===== src/rtl/ifu_fetch_queue_pkg.sv =====
// Shared constants and helpers for the pipelined instruction fetch unit.
// Imported by the fetch queue top, its bus interface and the response FIFO.
package ifu_fetch_queue_pkg;

  localparam int          RRESP_W      = 2;
  localparam logic [1:0]  RRESP_OKAY   = 2'b00;
  localparam logic [1:0]  RRESP_SLVERR = 2'b10;
  localparam int          DEF_ADDR_W   = 32;
  localparam int          DEF_INST_W   = 32;
  localparam logic [31:0] DEF_RESET_PC = 32'h8000_0000;

  function automatic logic resp_err(
    input logic [RRESP_W-1:0] r
  );
    return r != RRESP_OKAY;
  endfunction

endpackage


===== src/rtl/ifu_fetch_queue_if.sv =====
// Instruction bus (AR/R) and IDU hand-off bundle of the fetch unit.
// master = fetch unit, slave = memory / decode side.
interface ifu_fetch_queue_if
  import ifu_fetch_queue_pkg::*;
#(
  parameter int ADDR_W = DEF_ADDR_W,
  parameter int DATA_W = DEF_INST_W
);

  logic               valid_post_o;
  logic               ready_post_i;
  logic [ADDR_W-1:0]  pc_o;
  logic [DATA_W-1:0]  inst_o;
  logic               err_o;

  logic [ADDR_W-1:0]  araddr_o;
  logic               arvalid_o;
  logic               arready_i;
  logic [DATA_W-1:0]  rdata_i;
  logic [RRESP_W-1:0] rresp_i;
  logic               rvalid_i;
  logic               rready_o;

  modport master (
    output valid_post_o, pc_o, inst_o, err_o,
    output araddr_o, arvalid_o, rready_o,
    input  ready_post_i, arready_i,
    input  rdata_i, rresp_i, rvalid_i
  );

  modport slave (
    input  valid_post_o, pc_o, inst_o, err_o,
    input  araddr_o, arvalid_o, rready_o,
    output ready_post_i, arready_i,
    output rdata_i, rresp_i, rvalid_i
  );

endinterface


===== src/rtl/ifu_resp_fifo.sv =====
// Synchronous FIFO with flush, registered head and occupancy count.
// Generic width/depth so other units can reuse it.
module ifu_resp_fifo #(
  parameter  int WIDTH = 8,
  parameter  int DEPTH = 4,
  localparam int AW    = (DEPTH > 1) ? $clog2(DEPTH) : 1,
  localparam int CW    = $clog2(DEPTH + 1)
)(
  input  logic             clk,
  input  logic             rst,
  input  logic             i_flush,
  input  logic             i_push,
  input  logic [WIDTH-1:0] i_wdata,
  input  logic             i_pop,
  output logic             o_valid,
  output logic [WIDTH-1:0] o_rdata,
  output logic [CW-1:0]    o_cnt
);

  logic [WIDTH-1:0] r_mem [DEPTH];
  logic [AW-1:0]    r_rd;
  logic [AW-1:0]    r_wr;
  logic [CW-1:0]    r_cnt;
  logic             w_full;
  logic             w_do_pop;
  logic             w_do_push;

  function automatic logic [AW-1:0] bump(
    input logic [AW-1:0] p
  );
    return (p == AW'(DEPTH - 1)) ? '0 : p + AW'(1);
  endfunction

  assign w_full    = r_cnt == CW'(DEPTH);
  assign w_do_pop  = i_pop && o_valid;
  assign w_do_push = i_push && (!w_full || w_do_pop);

  always_ff @(posedge clk or negedge rst) begin
    if (!rst) begin
      r_rd  <= '0;
      r_wr  <= '0;
      r_cnt <= '0;
    end else if (i_flush) begin
      r_rd  <= '0;
      r_wr  <= '0;
      r_cnt <= '0;
    end else begin
      if (w_do_pop)
        r_rd <= bump(r_rd);
      if (w_do_push)
        r_wr <= bump(r_wr);
      r_cnt <= r_cnt + CW'(w_do_push) - CW'(w_do_pop);
    end
  end

  always_ff @(posedge clk) begin
    if (w_do_push && !i_flush)
      r_mem[r_wr] <= i_wdata;
  end

  // Head is zeroed while empty so IDU never sees stale payload.
  assign o_valid = r_cnt != '0;
  assign o_rdata = o_valid ? r_mem[r_rd] : '0;
  assign o_cnt   = r_cnt;

endmodule


===== src/rtl/ifu_fetch_queue.sv =====
// Pipelined IFU: credit-limited in-order AR issue, drop accounting for
// fetches made stale by a WBU redirect, and a queue toward the IDU.
module ifu_fetch_queue
  import ifu_fetch_queue_pkg::*;
#(
  parameter int          ADDR_W          = DEF_ADDR_W,
  parameter int          DATA_W          = DEF_INST_W,
  parameter int          MAX_OUTSTANDING = 2,
  parameter int          FIFO_DEPTH      = 4,
  parameter [ADDR_W-1:0] RESET_PC        = DEF_RESET_PC
)(
  input  logic              clk,
  input  logic              rst,
  input  logic              redirect_valid_i,
  input  logic [ADDR_W-1:0] redirect_pc_i,
  ifu_fetch_queue_if.master bus
);

  localparam int IW = $clog2(MAX_OUTSTANDING + 1);
  localparam int QW = $clog2(FIFO_DEPTH + 1);
  localparam int CW = QW + 1;
  localparam int EW = ADDR_W + DATA_W + 1;

  logic              r_run;
  logic              r_ar_pend;
  logic              r_ar_stale;
  logic [ADDR_W-1:0] r_fetch_pc;
  logic [ADDR_W-1:0] r_resp_pc;
  logic [ADDR_W-1:0] r_araddr;
  logic [IW-1:0]     r_inflight;
  logic [IW-1:0]     r_drop_cnt;

  logic              w_arvalid;
  logic              w_ar_hs;
  logic              w_ar_wait;
  logic              w_r_hs;
  logic              w_drop_beat;
  logic              w_credit;
  logic              w_push;
  logic              w_pop;
  logic              w_head_valid;
  logic [QW-1:0]     w_fifo_cnt;
  logic [CW-1:0]     w_occ;
  logic [IW-1:0]     w_inflight_nx;
  logic [IW-1:0]     w_drop_nx;
  logic [EW-1:0]     w_wdata;
  logic [EW-1:0]     w_rdata;

  // Beats still owed to stale fetches do not consume queue credit.
  assign w_occ = CW'(r_inflight) - CW'(r_drop_cnt)
               + CW'(w_fifo_cnt);

  assign w_credit = (r_inflight < IW'(MAX_OUTSTANDING))
                 && (w_occ < CW'(FIFO_DEPTH));

  assign w_arvalid   = r_run && (r_ar_pend || w_credit);
  assign w_ar_hs     = w_arvalid && bus.arready_i;
  assign w_ar_wait   = w_arvalid && !bus.arready_i;
  assign w_r_hs      = r_run && bus.rvalid_i;
  assign w_drop_beat = r_drop_cnt != '0;
  assign w_pop       = w_head_valid && bus.ready_post_i;
  assign w_push      = w_r_hs && !w_drop_beat
                    && !redirect_valid_i;

  always_comb begin
    w_inflight_nx = r_inflight + IW'(w_ar_hs)
                  - IW'(w_r_hs);
    w_drop_nx     = r_drop_cnt
                  - IW'(w_r_hs && w_drop_beat)
                  + IW'(w_ar_hs && r_ar_stale);
    if (redirect_valid_i)
      w_drop_nx = w_inflight_nx;
  end

  always_ff @(posedge clk or negedge rst) begin
    if (!rst) begin
      r_run      <= 1'b0;
      r_ar_pend  <= 1'b0;
      r_ar_stale <= 1'b0;
      r_fetch_pc <= RESET_PC;
      r_resp_pc  <= RESET_PC;
      r_araddr   <= RESET_PC;
      r_inflight <= '0;
      r_drop_cnt <= '0;
    end else begin
      r_run      <= 1'b1;
      r_inflight <= w_inflight_nx;
      r_drop_cnt <= w_drop_nx;
      r_ar_pend  <= w_ar_wait;
      if (w_ar_wait)
        r_araddr <= bus.araddr_o;
      if (redirect_valid_i) begin
        r_fetch_pc <= redirect_pc_i;
        r_resp_pc  <= redirect_pc_i;
        r_ar_stale <= w_ar_wait;
      end else begin
        if (w_ar_hs && !r_ar_stale)
          r_fetch_pc <= r_fetch_pc + ADDR_W'(4);
        if (w_push)
          r_resp_pc <= r_resp_pc + ADDR_W'(4);
        if (w_ar_hs)
          r_ar_stale <= 1'b0;
      end
    end
  end

  assign w_wdata = {r_resp_pc, bus.rdata_i,
                    resp_err(bus.rresp_i)};

  ifu_resp_fifo #(
    .WIDTH (EW),
    .DEPTH (FIFO_DEPTH)
  ) u_fifo (
    .clk     (clk),
    .rst     (rst),
    .i_flush (redirect_valid_i),
    .i_push  (w_push),
    .i_wdata (w_wdata),
    .i_pop   (w_pop),
    .o_valid (w_head_valid),
    .o_rdata (w_rdata),
    .o_cnt   (w_fifo_cnt)
  );

  assign bus.arvalid_o    = w_arvalid;
  assign bus.araddr_o     = r_ar_pend ? r_araddr : r_fetch_pc;
  assign bus.rready_o     = r_run;
  assign bus.valid_post_o = w_head_valid;
  assign bus.pc_o         = w_rdata[EW-1 -: ADDR_W];
  assign bus.inst_o       = w_rdata[DATA_W:1];
  assign bus.err_o        = w_rdata[0];

endmodule


===== src/flat_wrapper.sv =====
// flat-port wrapper written by rule: the top's interface ports become plain ports
module ifu_fetch_queue_flat import ifu_fetch_queue_pkg::*;
#(
  parameter int          ADDR_W          = DEF_ADDR_W,
  parameter int          DATA_W          = DEF_INST_W,
  parameter int          MAX_OUTSTANDING = 2,
  parameter int          FIFO_DEPTH      = 4,
  parameter [ADDR_W-1:0] RESET_PC        = DEF_RESET_PC
)
  (clk, rst, redirect_valid_i, redirect_pc_i, bus_valid_post_o, bus_pc_o, bus_inst_o, bus_err_o, bus_araddr_o, bus_arvalid_o, bus_rready_o, bus_ready_post_i, bus_arready_i, bus_rdata_i, bus_rresp_i, bus_rvalid_i);
  ifu_fetch_queue_if #(.ADDR_W(ADDR_W), .DATA_W(DATA_W)) bus_i ();
  input  logic clk;
  input  logic rst;
  input  logic redirect_valid_i;
  input  logic [ADDR_W-1:0] redirect_pc_i;
  output wire logic [$bits(bus_i.valid_post_o)-1:0] bus_valid_post_o;
  output wire logic [$bits(bus_i.pc_o)-1:0] bus_pc_o;
  output wire logic [$bits(bus_i.inst_o)-1:0] bus_inst_o;
  output wire logic [$bits(bus_i.err_o)-1:0] bus_err_o;
  output wire logic [$bits(bus_i.araddr_o)-1:0] bus_araddr_o;
  output wire logic [$bits(bus_i.arvalid_o)-1:0] bus_arvalid_o;
  output wire logic [$bits(bus_i.rready_o)-1:0] bus_rready_o;
  input wire logic [$bits(bus_i.ready_post_i)-1:0] bus_ready_post_i;
  input wire logic [$bits(bus_i.arready_i)-1:0] bus_arready_i;
  input wire logic [$bits(bus_i.rdata_i)-1:0] bus_rdata_i;
  input wire logic [$bits(bus_i.rresp_i)-1:0] bus_rresp_i;
  input wire logic [$bits(bus_i.rvalid_i)-1:0] bus_rvalid_i;
  assign bus_valid_post_o = bus_i.valid_post_o;
  assign bus_pc_o = bus_i.pc_o;
  assign bus_inst_o = bus_i.inst_o;
  assign bus_err_o = bus_i.err_o;
  assign bus_araddr_o = bus_i.araddr_o;
  assign bus_arvalid_o = bus_i.arvalid_o;
  assign bus_rready_o = bus_i.rready_o;
  assign bus_i.ready_post_i = bus_ready_post_i;
  assign bus_i.arready_i = bus_arready_i;
  assign bus_i.rdata_i = bus_rdata_i;
  assign bus_i.rresp_i = bus_rresp_i;
  assign bus_i.rvalid_i = bus_rvalid_i;
  ifu_fetch_queue #(.ADDR_W(ADDR_W), .DATA_W(DATA_W), .MAX_OUTSTANDING(MAX_OUTSTANDING), .FIFO_DEPTH(FIFO_DEPTH), .RESET_PC(RESET_PC)) u_core (.clk(clk), .rst(rst), .redirect_valid_i(redirect_valid_i), .redirect_pc_i(redirect_pc_i), .bus(bus_i));
endmodule

===== config.mk =====
export PLATFORM = sky130hd
export DESIGN_NAME = ifu_fetch_queue_flat
export DESIGN_NICKNAME = d
export VERILOG_FILES = /design/src/rtl/ifu_fetch_queue_pkg.sv /design/src/rtl/ifu_fetch_queue_if.sv /design/src/rtl/ifu_resp_fifo.sv /design/src/rtl/ifu_fetch_queue.sv /design/src/flat_wrapper.sv
export SDC_FILE = /design/constraint.sdc
export NUM_CORES = 1
export LEC_CHECK = 0
export ABC_AREA = 1
export CAP_MARGIN = 25
export CORE_ASPECT_RATIO = 1.5
export CORE_MARGIN = 4
export CORE_UTILIZATION = 50
export DETAILED_ROUTE_END_ITERATION = 7
export HOLD_SLACK_MARGIN = 0.15
export PLACE_DENSITY_LB_ADDON = 0.1
export SLEW_MARGIN = 40
export SYNTH_ARGS = -nofsm -noshare
export SYNTH_HDL_FRONTEND = slang
export SYNTH_HIERARCHICAL = 1
export SYNTH_SLANG_ARGS = --single-unit

===== constraint.sdc =====
create_clock -name clk -period 4.12 [get_ports clk]
set_input_delay 0.412 -clock clk [delete_from_list [all_inputs] [get_ports clk]]
set_output_delay 0.412 -clock clk [all_outputs]
set_load 0.03 [all_outputs]

# Word level (Yosys, flattened, before mapping)
# Memories as Yosys holds them, arrays and structs flattened.
# Cells that the tools add are included.
# totals
regBits	110
ram_bits	260
word_cells	76
memories	1
# memory_table
name	depth	word_bits	read_ports	rd_clocked_by_memory_dff	wr	line	text
u_core.u_fifo.r_mem	4	65	1	0	1	ifu_resp_fifo.sv:20	logic [WIDTH-1:0] r_mem [DEPTH];
# classes
n_addsub	12
n_lt_le_gt_ge	2
eq_ne	3
n_mux	18
n_reduce_logical	29
# ops
operator	n
32-bit 2-to-1 mux	5
65-bit 2-to-1 mux	1
32-bit by 3-bit adder with 32-bit output (second input constant)	2
1-bit logical AND	14
2-bit 2-to-1 mux	7
2-bit nonzero test	7
1-bit zero test	5
2-bit by 1-bit adder with 2-bit output	2
2-bit by 1-bit adder with 2-bit output (second input constant)	2
4-bit by 3-bit adder with 4-bit output	1
2-bit == test (second input constant)	2
4-bit by 3-bit < comparator with 1-bit output (second input constant)	1
1-bit 2-to-1 mux	4
2-bit by 1-bit subtractor with 2-bit output	2
3-bit by 1-bit adder with 3-bit output	1
3-bit == test (second input constant)	1
3-bit 2-to-1 mux	1
3-bit nonzero test	1
2-bit by 2-bit subtractor with 3-bit output	1
3-bit by 1-bit subtractor with 3-bit output	1
1-bit logical OR	2
2-bit < comparator (second input constant)	1

# Logic depth before layout (Yosys ltp)
# logic_depth
word_depth	10
ltp_mapped	20

# Hierarchy
# Netlist, hierarchy kept.
# modules_own_cells
module	n_inst	cells_each	area_each_um2	seq_area_each_um2
ifu_resp_fifo	1	1027	11264.6	7982.7
ifu_fetch_queue	1	1013	6643.9	2581.2

# Least setup slack after synthesis
# Ideal clock, no wire load.
# synth_path
path_type	register -> register
from	reg u_core.r_run, in the netlist u_core/bus.rready_o
to	mem u_core/u_fifo/r_mem[0][0] (netlist bit), enable pin
t_arrival_ps	4237
required_time_ps	3631
path_slack_ps	-606
path_stages_with_launch	8
n_path_buf	1
period_less_slack_ps	4726
cell_sequence	dfrtp_1 -> nand2_2 -> nor3_4 -> nand2_2 -> inv_1 -> buf_4 -> nand3_1 -> nor2_1
# synth_via
elab_chain_cells	7
# synth_lines
item	line	text
start: declaration	ifu_fetch_queue.sv:24	logic r_run;
start signal: assignment	ifu_fetch_queue.sv:77	r_run <= 1'b0;
start signal: assignment	ifu_fetch_queue.sv:86	r_run <= 1'b1;
1-bit logical AND	ifu_fetch_queue.sv:59	assign w_r_hs = r_run && bus.rvalid_i;
1-bit logical AND	ifu_fetch_queue.sv:62	assign w_push = w_r_hs && !w_drop_beat
1-bit logical AND	ifu_fetch_queue.sv:63	&& !redirect_valid_i;
via u_core.w_push	ifu_fetch_queue.sv:39	logic w_push;
1-bit logical AND	ifu_resp_fifo.sv:36	assign w_do_push = i_push && (!w_full || w_do_pop);
1-bit logical AND	ifu_resp_fifo.sv:57	if (w_do_push && !i_flush)
1-bit 2-to-1 mux	ifu_resp_fifo.sv:57	
1-bit 2-to-1 mux (implied by the code)	ifu_resp_fifo.sv:58	r_mem[r_wr] <= i_wdata;
end: declaration	ifu_resp_fifo.sv:20	
# The timed path passes the listed nets, and every way through them passes these cells.

# Worst setup path in the final report
# layout_path
from	reg u_core.r_drop_cnt[0]
to	out bus_arvalid_o
# layout_via
elab_chain_cells	6
# layout_lines
item	line	text
start: declaration	ifu_fetch_queue.sv:31	logic [IW-1:0] r_drop_cnt;
start signal: assignment	ifu_fetch_queue.sv:88	r_drop_cnt <= w_drop_nx;
2-bit by 2-bit subtractor with 3-bit output	ifu_fetch_queue.sv:50	assign w_occ = CW'(r_inflight) - CW'(r_drop_cnt)
4-bit by 3-bit adder with 4-bit output	ifu_fetch_queue.sv:51	+ CW'(w_fifo_cnt);
4-bit by 3-bit < comparator with 1-bit output	ifu_fetch_queue.sv:54	&& (w_occ < CW'(FIFO_DEPTH));
1-bit logical AND	ifu_fetch_queue.sv:54	
1-bit logical OR	ifu_fetch_queue.sv:56	assign w_arvalid = r_run && (r_ar_pend || w_credit);
1-bit logical AND	ifu_fetch_queue.sv:56	
end: declaration	flat_wrapper.sv:21	output wire logic [$bits(bus_i.arvalid_o)-1:0] bus_arvalid_o;
# Every way passes these cells.

==> run metrics <==
DRC=0; critical-path cell list=ha_1 -> inv_1 -> fa_1 -> ha_1 -> nand3_1 -> nand2_1 -> nand2_1 -> nand3_1 -> nand2_1 -> nand2_2 -> inv_1 -> clkdlybuf4s50_1; Seq/Total Area, Yosys=59.0%; CTS buffer count=36; startpoint types=flop; final instance area=21,300 um2; slowest cell on the critical path=clkdlybuf4s50_1; pwr/cell area=467 nW/um2; top_reg_cell synth=edfxtp_1; clock-pin slew on the worst setup and hold paths=0.06 ns; Worst Setup End Kind=output pin; Clock Latency Late Sink=0.53 ns; Top Ports=172; register bit total from synthesis=370; Placer Congestion=0.927; metal2 WL=23.8 mm; largest net degree at the start of global routing=81; pre-CTS WS=0.983 ns; Req. time, crit path=3.71 ns; Clk pwr share=32.6%; layout cell share with drive strength beyond 1=6.12%; vias in the first global route=13,599; All-Layer GR Usage=23.8%; first-pass GRT wire length=73.0 mm; endpoints failing setup=0; WP data arrival=3.15 ns; crit share post-route=86.4%; Filler cells=3,079; maxcap violations=0; ANT cells=0; row cnt=84; final wirelength=46.4 mm; Placed Area=20,000 um2; Synth Area in Adders=1.20%; synth warn=6; Crit Path Class=reg2out; CTS Buffer Depth=3; Clock Sinks=370; worst slew pin tran=0.814 ns; main combinational cell family by area after synthesis=simple AND/OR/NAND/NOR gates; dpl cells=2,626; Cells after Synth=2,040; sw power=0.00300 W; area delta synth->final=18.7%; most used cell, CP=nand2_1; count of cell types in the netlist=41; post-CTS setup buffer count=0; Comb pwr share=20.1%; Final Hold Viols=0; core area=35,200 um2; leakage=9.12 nW; complex-gate fraction of the synthesized area=5.66%; area share of and/or/nand/nor cells after synthesis=25.3%; Synth Area in XOR/XNOR=0.978%; fmax=281 MHz; clock root cell=clkbuf_16; Synthesized Nets=2,128; crit-path max cell delay=0.68 ns; CP Buf/Inv Count=3; highest routed layer=met4; Met3 Wirelength=2.08 mm; H-tree Lvls=2; CP delay by family, top=adder cells; area of the mapped netlist=17,900 um2; maximum vdd drop=0.000539 V; sw frac=30.2%; PostCTS Resize Cnt=0; mux cell area share after synthesis=0%; Hold WC Path Type=in2reg; minimum clock period=3.56 ns; fin. max-slew vios=0; slack of the critical path=0.559 ns; worst-path fanout max=4; nets=2,282; ys async rst share=29.7%; M1 wire length=17.8 mm; hold buffers post-CTS=1; Via density=5.19; Die Area=39,000 um2; HPWL after DPL=31.0 mm; initial core utilization=50.9%; status=completed; Pre-antenna DRT Iters=8; Detail Route Antenna Nets=0; Final Skew=0.0125 ns; Non-Filler Instances=2,694; RSZ-0062 raised after global routing=false; GRT Residual Overflow=0; Power Total=0.00992 W; total number of vias=13,972; Mean Syn Cell Area=8.78 um2; WL/cell=17.2 um; Rel. slew slack=45.7%; initial antenna violation count=0; Die X-Extent=163 um; EDFF count, synth=260; Die H=240 um; number of port buffers=171; starting DRC count in detailed routing=838; internal power=0.00692 W; CTS tree=yes; Reg power frac=47.3%
==> cell type report <==
type / instances / area [um2] / share of cell area, %
sequential: 370 / 10600 / 49.7
timing repair buffer: 206 / 2090 / 9.81
inverter: 233 / 880 / 4.14
tap: 473 / 592 / 2.78
clock buffer: 44 / 961 / 4.52
multi-input combinational: 1347 / 5980 / 28.1
clock inverter: 21 / 193 / 0.907
==> flip-flops by register name (all words and copies together), names as in the netlist <==
signal               flops
u_core/r_fetch_pc       32
u_core/r_ar_pend         1
u_core/r_inflight        2
u_core/r_araddr         32
u_core/u_fifo/r_mem    260
u_core/u_fifo/r_wr       2
u_core/u_fifo/r_rd       2
u_core/r_drop_cnt        2
u_core/bus.rready_o      1
u_core/u_fifo/o_cnt      3
u_core/r_resp_pc        32
u_core/r_ar_stale        1
==> kinds of logic after synthesis <==
kind of cell / Yosys count
adders and majority gates: 16
AOI/OAI and AO/OA: 186
other: 1
xor gates and xnor gates: 20
and+or+nand+nor: 1124
buffers and inverters: 323
DFF: 370
==> cells in the mapped netlist, drive strengths merged (13+ instances only) <==
master / n / area, um2
nor2: 105 / 419
dfrtp: 107 / 2680
o21ai: 93 / 465
inv: 232 / 873
xor2: 17 / 149
nand3: 147 / 741
nand4: 13 / 81.3
clkbuf: 28 / 105
nand2: 842 / 3180
buf: 62 / 417
edfxtp: 260 / 7810
ha: 14 / 175
a21oi: 77 / 427
==> cell usage in the layout, fill, tap and decap left out, types with 4 or more instances in the layout <==
cell type        synthesis  layout
ha_1                    14      14
clkinv_1                 1       8
inv_2                    3       4
nand3_1                146     146
nor2_1                  97      93
nor3_1                   5       5
nor2_2                   7       7
nor2_4                   1       5
clkinv_2                 0       7
o21ai_0                 90      90
inv_1                  228     226
nand3b_1                 6       6
nand4_1                 13      13
o221ai_1                 4       4
nand2_2                  6       6
buf_12                   0       7
nand2_1                836     836
clkbuf_16                0      37
xor2_1                  17      17
buf_4                    9      24
clkdlybuf4s50_1          0     169
edfxtp_1               260     260
a31oi_1                  4       4
clkbuf_1                28       5
a21oi_2                 11      11
o211ai_1                 4       4
a21oi_1                 66      66
dfrtp_1                107     105
==> per-stage QoR <==
stage / setup TNS (ns) / utilization (%) / hold slack (ns)
floorplan: -157.45 / - / 0.116
global placement: 0 / 56.9 / 0.462
detailed placement: 0 / 56.9 / 0.466
CTS: 0 / 60.2 / 0.293
global route: 0 / 60.4 / 0.345
finish: 0 / 60.4 / 0.318
==> routing by layer <==
metal / vias up / global-route usage (%)
li1: 6843 / -
met5: - / 0
met1: 6580 / 28.2
met3: 136 / 2.70
met2: 413 / 42.5
met4: 0 / 12.3
==> power by group through the flow <==
stage,sequential (W),clock [W],combinational (W)
2_1_floorplan,0.00464,0,0.00127
3_3_place_gp,0.00475,0,0.00195
3_5_place_dp,0.00476,0,0.00199
4_1_cts,0.00469,0.00332,0.00200
5_1_grt,0.00474,0.00347,0.00220
6_report,0.00469,0.00324,0.00199
==> worst paths after layout <==
path / from / endpoint / slack [ns] / depth (start not counted)
worst max-delay path: u_core/r_drop_cnt[0]$_DFF_PN0_ / bus_arvalid_o / 0.56 / 12
worst min-delay path: redirect_valid_i / u_core/r_resp_pc[18]$_DFFE_PN0N_ / 0.32 / 4
worst max register to register: u_core/r_drop_cnt[0]$_DFF_PN0_ / u_core/r_drop_cnt[1]$_DFF_PN0_ / 0.98 / 19
worst min register to register: u_core/r_araddr[31]$_DFFE_PN1N_ / u_core/r_araddr[31]$_DFFE_PN1N_ / 0.47 / 2
max in group asynchronous: rst / u_core/r_resp_pc[31]$_DFFE_PN1N_ / 2.80 / 3
min in group asynchronous: rst / u_core/r_araddr[16]$_DFFE_PN0N_ / 0.42 / 2
==> worst reg2reg max path, cell delays in order (launching register included) <==
cell and delay (ns):
dfrtp_1 0.44, ha_1 0.20, inv_1 0.06, fa_1 0.41, ha_1 0.29, nand3_1 0.11
nand2_1 0.06, nand2_1 0.06, nand3_1 0.08, nand2_1 0.09, nand2_2 0.06, inv_1 0.08
nand2_1 0.07, ha_1 0.29, inv_1 0.04, ha_1 0.18, xnor2_1 0.16, xor2_1 0.22
nand2_1 0.06, o21ai_0 0.09
(Power assumes the default switching activity.)
